File: config.mk
export PLATFORM = sky130hd
export DESIGN_NAME = pio_edge_event_master
export DESIGN_NICKNAME = d
export VERILOG_FILES = /design/src/rtl/pio_master_pkg.sv /design/src/rtl/pio_event_buffer.sv /design/src/rtl/pio_edge_event_master.sv
export SDC_FILE = /design/constraint.sdc
export NUM_CORES = 1
export LEC_CHECK = 0
export CAP_MARGIN = 15
export CORE_MARGIN = 2
export CORE_UTILIZATION = 29
export DETAILED_ROUTE_END_ITERATION = 16
export PLACE_DENSITY = 0.82
export SLEW_MARGIN = 40
export SYNTH_ARGS = -nofsm -noshare
export SYNTH_HDL_FRONTEND = slang
export SYNTH_SLANG_ARGS = --single-unit
File: constraint.sdc
create_clock -name clk -period 2.4 [get_ports clk]
set_input_delay 0.24 -clock clk [delete_from_list [all_inputs] [get_ports clk]]
set_output_delay 0.24 -clock clk [all_outputs]
set_load 0.1 [all_outputs]
File: src/rtl/pio_master_pkg.sv
// ============================================================================
// Module   : pio_master_pkg
// Purpose  : FSM states and edge-capture PIO register map.
// Revision : 1.0
// ============================================================================
`default_nettype none

package pio_master_pkg;

  typedef enum logic [1:0] {
    S_INIT  = 2'd0,
    S_IDLE  = 2'd1,
    S_READ  = 2'd2,
    S_CLEAR = 2'd3
  } state_t;

  localparam logic [1:0] PIO_ADDR_DATA    = 2'd0;
  localparam logic [1:0] PIO_ADDR_IRQMASK = 2'd2;
  localparam logic [1:0] PIO_ADDR_EDGECAP = 2'd3;

endpackage

`default_nettype wire

File: src/rtl/pio_event_buffer.sv
// ============================================================================
// Module   : pio_event_buffer
// Purpose  : One-entry event holder; merges captures into an unaccepted event.
// Revision : 1.0
// ============================================================================
`default_nettype none

module pio_event_buffer #(
  parameter int WIDTH = 2
) (
  input  logic             clk,
  input  logic             reset,
  input  logic             load,
  input  logic [WIDTH-1:0] cap,
  output logic             event_valid,
  output logic [WIDTH-1:0] event_data,
  input  logic             event_ready,
  output logic             overrun
);

  logic             valid_q, valid_d;
  logic [WIDTH-1:0] data_q, data_d;
  logic             overrun_q, overrun_d;

  always_comb begin
    valid_d   = valid_q;
    data_d    = data_q;
    overrun_d = 1'b0;
    if (load) begin
      if (!valid_q || event_ready) begin
        data_d  = cap;
        valid_d = (cap != '0);
      end else if (cap != '0) begin
        // Consumer still owns the old event: fold new edges in and flag it.
        data_d    = data_q | cap;
        overrun_d = 1'b1;
      end
    end else if (valid_q && event_ready) begin
      valid_d = 1'b0;
    end
  end

  always_ff @(posedge clk or posedge reset) begin
    if (reset) begin
      valid_q   <= 1'b0;
      data_q    <= '0;
      overrun_q <= 1'b0;
    end else begin
      valid_q   <= valid_d;
      data_q    <= data_d;
      overrun_q <= overrun_d;
    end
  end

  assign event_valid = valid_q;
  assign event_data  = data_q;
  assign overrun     = overrun_q;

endmodule

`default_nettype wire

File: src/rtl/pio_edge_event_master.sv
// ============================================================================
// Module   : pio_edge_event_master
// Purpose  : Avalon-MM initiator servicing an edge-capture PIO as an event stream.
// Revision : 1.0
// ============================================================================
`default_nettype none

module pio_edge_event_master
  import pio_master_pkg::*;
#(
  parameter int               WIDTH    = 2,
  parameter logic [WIDTH-1:0] IRQ_MASK = 2'b11
) (
  input  logic             clk,
  input  logic             reset,
  input  logic             enable,
  input  logic             irq,
  output logic [1:0]       av_address,
  output logic             av_chipselect,
  output logic             av_write_n,
  output logic [31:0]      av_writedata,
  input  logic [31:0]      av_readdata,
  output logic             event_valid,
  output logic [WIDTH-1:0] event_data,
  input  logic             event_ready,
  output logic             overrun
);

  state_t      state_q, state_d;
  logic        cs_q, cs_d;
  logic        write_n_q, write_n_d;
  logic [1:0]  addr_q, addr_d;
  logic [31:0] wdata_q, wdata_d;

  logic             w_load;
  logic [WIDTH-1:0] w_cap;
  logic             unused_readdata;

  // Bus outputs are registered from the state being entered, so each
  // transaction is on the bus during the cycle its state is current.
  // The mask write leaves S_INIT and is therefore seen one cycle after reset.
  always_comb begin
    state_d   = state_q;
    cs_d      = 1'b0;
    write_n_d = 1'b1;
    addr_d    = PIO_ADDR_DATA;
    wdata_d   = '0;
    unique case (state_q)
      S_INIT: begin
        state_d   = S_IDLE;
        cs_d      = 1'b1;
        write_n_d = 1'b0;
        addr_d    = PIO_ADDR_IRQMASK;
        wdata_d   = {{(32-WIDTH){1'b0}}, IRQ_MASK};
      end
      S_IDLE: begin
        if (irq && enable) begin
          state_d = S_READ;
          cs_d    = 1'b1;
          addr_d  = PIO_ADDR_EDGECAP;
        end
      end
      S_READ: begin
        state_d   = S_CLEAR;
        cs_d      = 1'b1;
        write_n_d = 1'b0;
        addr_d    = PIO_ADDR_EDGECAP;
      end
      S_CLEAR: begin
        state_d = S_IDLE;
      end
      default: state_d = S_INIT;
    endcase
  end

  always_ff @(posedge clk or posedge reset) begin
    if (reset) begin
      state_q   <= S_INIT;
      cs_q      <= 1'b0;
      write_n_q <= 1'b1;
      addr_q    <= PIO_ADDR_DATA;
      wdata_q   <= '0;
    end else begin
      state_q   <= state_d;
      cs_q      <= cs_d;
      write_n_q <= write_n_d;
      addr_q    <= addr_d;
      wdata_q   <= wdata_d;
    end
  end

  assign av_chipselect = cs_q;
  assign av_write_n    = write_n_q;
  assign av_address    = addr_q;
  assign av_writedata  = wdata_q;

  // Registered read data from S_READ is on the bus during S_CLEAR.
  assign w_load          = (state_q == S_CLEAR);
  assign w_cap           = av_readdata[WIDTH-1:0];
  assign unused_readdata = ^av_readdata[31:WIDTH];

  pio_event_buffer #(
    .WIDTH (WIDTH)
  ) u_event_buffer (
    .clk         (clk),
    .reset       (reset),
    .load        (w_load),
    .cap         (w_cap),
    .event_valid (event_valid),
    .event_data  (event_data),
    .event_ready (event_ready),
    .overrun     (overrun)
  );

endmodule

`default_nettype wire

==> flow_metrics.env <==
export IMPL_ant_nets=0
export IMPL_slowest_stage="dfstp_2"
export IMPL_hold_violations=0
export IMPL_antenna_found_initial=0
export IMPL_final_layout_size_suffix_gt1_share_pct=20.69
export IMPL_first_pass_iters=1
export IMPL_viasPerCell=3.478
export IMPL_synth_top_area_cell="dfrtp_1"
export IMPL_period_share_pct=53.84
export IMPL_grt_pass1_wl_um=1255
export IMPL_hold_buffers=0
export IMPL_core_area_um2=2233
export IMPL_synthesis_instances=69
export IMPL_path_class="flip-flop to output pin"
export IMPL_cp_top_family="flip-flops"
export IMPL_drtIter0Drc=0
export IMPL_avgSynthCellArea_um2=10.03
export IMPL_diodes=0
export IMPL_synth_area_um2=691.9
export IMPL_routedWlPerCell_um=7.670
export IMPL_rsz0062_at_grt="no"
export IMPL_ios=77
export IMPL_period_minus_slack_ps=1292
export IMPL_fin_skew_ps=4.938
export IMPL_synth_area_leaders="dfrtp_1 36%, buf_4 34%, ha_1 9.0%"
export IMPL_cts_resized=0
export IMPL_die_w_um=52.85
export IMPL_ys_ff_latch=11
export IMPL_num_vias=400
export IMPL_yosysWarnings=0
export IMPL_endpoint_kind="output pin"
export IMPL_fp_dieH_um=52.85
export IMPL_num_rows=17
export IMPL_grt_use_total_pct=6.615
export IMPL_nNetsFinal=130
export IMPL_setup_viol=0
export IMPL_drc=0
export IMPL_fin_tns_setup_ps=0
export IMPL_slew_viol_final=0
export IMPL_grt_max_degree=12
export IMPL_critPathMaxFanout=1
export IMPL_cts_tree="built"
export IMPL_max_freq_ghz=0.7739
export IMPL_die_area_um2=2793
export IMPL_synth_distinct_cells=15
export IMPL_cap_violations=0
export IMPL_post_cts_setup_buffer_count=0
export IMPL_synth_seq_area_share_pct=39.96
export IMPL_port_buffers=16
export IMPL_gr_total_overflow=0
export IMPL_worst_path_buf_inv=1
export IMPL_critPathRequiredTime_ps=2160
export IMPL_htree_levels=1
export IMPL_start_util_pct=30.98
export IMPL_clock_path_buffers=2
export IMPL_cp_start_kind="flip-flop"
export IMPL_worstPathArrival_ps=1050
export IMPL_cts_buffers=3
export IMPL_ctsRootBufferMaster="clkbuf_4"
export IMPL_routed_wl_um=882
export IMPL_path_clk_slew_ps=70
export IMPL_hold_class="input pin to asynchronous set/reset pin"
export IMPL_place_hpwl_um=775.3
export IMPL_area_growth_syn_to_layout_pct=10.67
export IMPL_gp_congestion=0.7612
export IMPL_slowest_delay_ps=520
export IMPL_status="finished clean"
export IMPL_grt_pass1_vias=315
export IMPL_synthDominantCellAreaShare_pct=36.17
export IMPL_clk_latency_ps=260
export IMPL_cp_cell_sequence="buf_4"
export IMPL_cts_sinks=11
export IMPL_nFillCells=237
worst paths after layout:
| path | start | slack [ps] | endpoint | cells after the start |
|---|---|---|---|---|
| min | reset | 260 | av_address[0] | 2 |
| max in group asynchronous | reset | 1830 | av_write_n | 2 |
| min reg2reg | u_event_buffer.event_data[1] | 510 | u_event_buffer.event_data[1] | 1 |
| max reg2reg | state_q[0] | 1130 | av_address[1] | 4 |
| min in group clk | u_event_buffer.event_data[1] | 510 | u_event_buffer.event_data[1] | 1 |
| max | av_write_n | 1110 | av_write_n | 1 |
layout make-up:
class | instances | area (µm²) | share of cell area, %
Sequential cell | 11 | 276.5 | 36.11
Timing Repair Buffer | 16 | 135.1 | 17.65
Clock buffer | 3 | 22.52 | 2.941
Tap cell | 28 | 35.03 | 4.575
Clock inverter | 1 | 5.005 | 0.6536
Inverter | 3 | 11.26 | 1.471
Multi-Input combinational cell | 53 | 280.3 | 36.60
cells by family (layout without fill, tap and decap cells):
group | Yosys count | after routing | synth area share [%]
flip-flops | 11 | 11 | 39.96
other | 1 | 30 | 0.5420
buffers and inverters | 34 | 23 | 35.26
multiplexers | 1 | 1 | 2.169
adder cells (fa/ha/maj) | 5 | 5 | 9.042
AO/OA/AOI/OAI | 5 | 5 | 5.426
AND/OR/NAND/NOR | 12 | 12 | 7.595
Yosys cell counts (all sizes together):
| library cell | n |
|---|---|
| buf | 31 |
| dfrtp | 10 |
| nand2 | 6 |
| ha | 5 |
| nor2 | 5 |
| inv | 3 |
| a22o | 2 |
| a311oi | 1 |
| a31oi | 1 |
| conb | 1 |
| dfstp | 1 |
| mux2 | 1 |
| nand2b | 1 |
| o21ai | 1 |
routing by layer:
| layer | up-vias | global-route usage (%) | share of wire [%] |
|---|---|---|---|
| met5 | - | 0 | 0 |
| met1 | 176 | 5.420 | 32 |
| met4 | 0 | 3.846 | 0 |
| met3 | 0 | 2.857 | 17 |
| li1 | 192 | - | - |
| met2 | 32 | 12.71 | 51 |
cells in the final DEF (no fill, tap or decap):
| cell type | instances |
|---|---|
| nand2_2 | 2 |
| dfstp_2 | 1 |
| nor2_1 | 5 |
| a22o_1 | 2 |
| conb_1 | 30 |
| clkdlybuf4s50_1 | 6 |
| inv_1 | 3 |
| o21ai_0 | 1 |
| dfrtp_1 | 10 |
| clkbuf_4 | 3 |
| a311oi_1 | 1 |
| clkinv_2 | 1 |
| buf_4 | 10 |
| nand2_1 | 4 |
| nand2b_1 | 1 |
| ha_1 | 5 |
| mux2_4 | 1 |
| a31oi_1 | 1 |
flip-flops by register name (all words and copies together), names as in the netlist:
name                        cells
av_address                      2
state_q                         2
u_event_buffer.event_data       2
av_chipselect                   1
av_write_n                      1
av_writedata                    1
u_event_buffer.event_valid      1
u_event_buffer.overrun          1
worst reg2reg max path: stages (launching register included):
cell,delay (ps)
dfrtp_1,420
inv_1,90
ha_1,240
a311oi_1,340
nor2_1,70
metrics by stage:
step	util (%)	instance area (µm²)	std cells	hold slack, ps	worst slack [ps]
2_1_floorplan	-	800.8	98	91.72	836.0
3_3_place_gp	33.05	738.2	111	495.7	1090
3_5_place_dp	33.05	738.2	111	506.8	1072
4_1_cts	34.29	765.7	115	269.0	1097
5_1_grt	34.29	765.7	115	296.5	993.7
6_report	34.29	765.7	115	258.6	1108
Power is not shown: default switching activity piles up to over one toggle a cycle in this logic, so the estimate is an artifact.
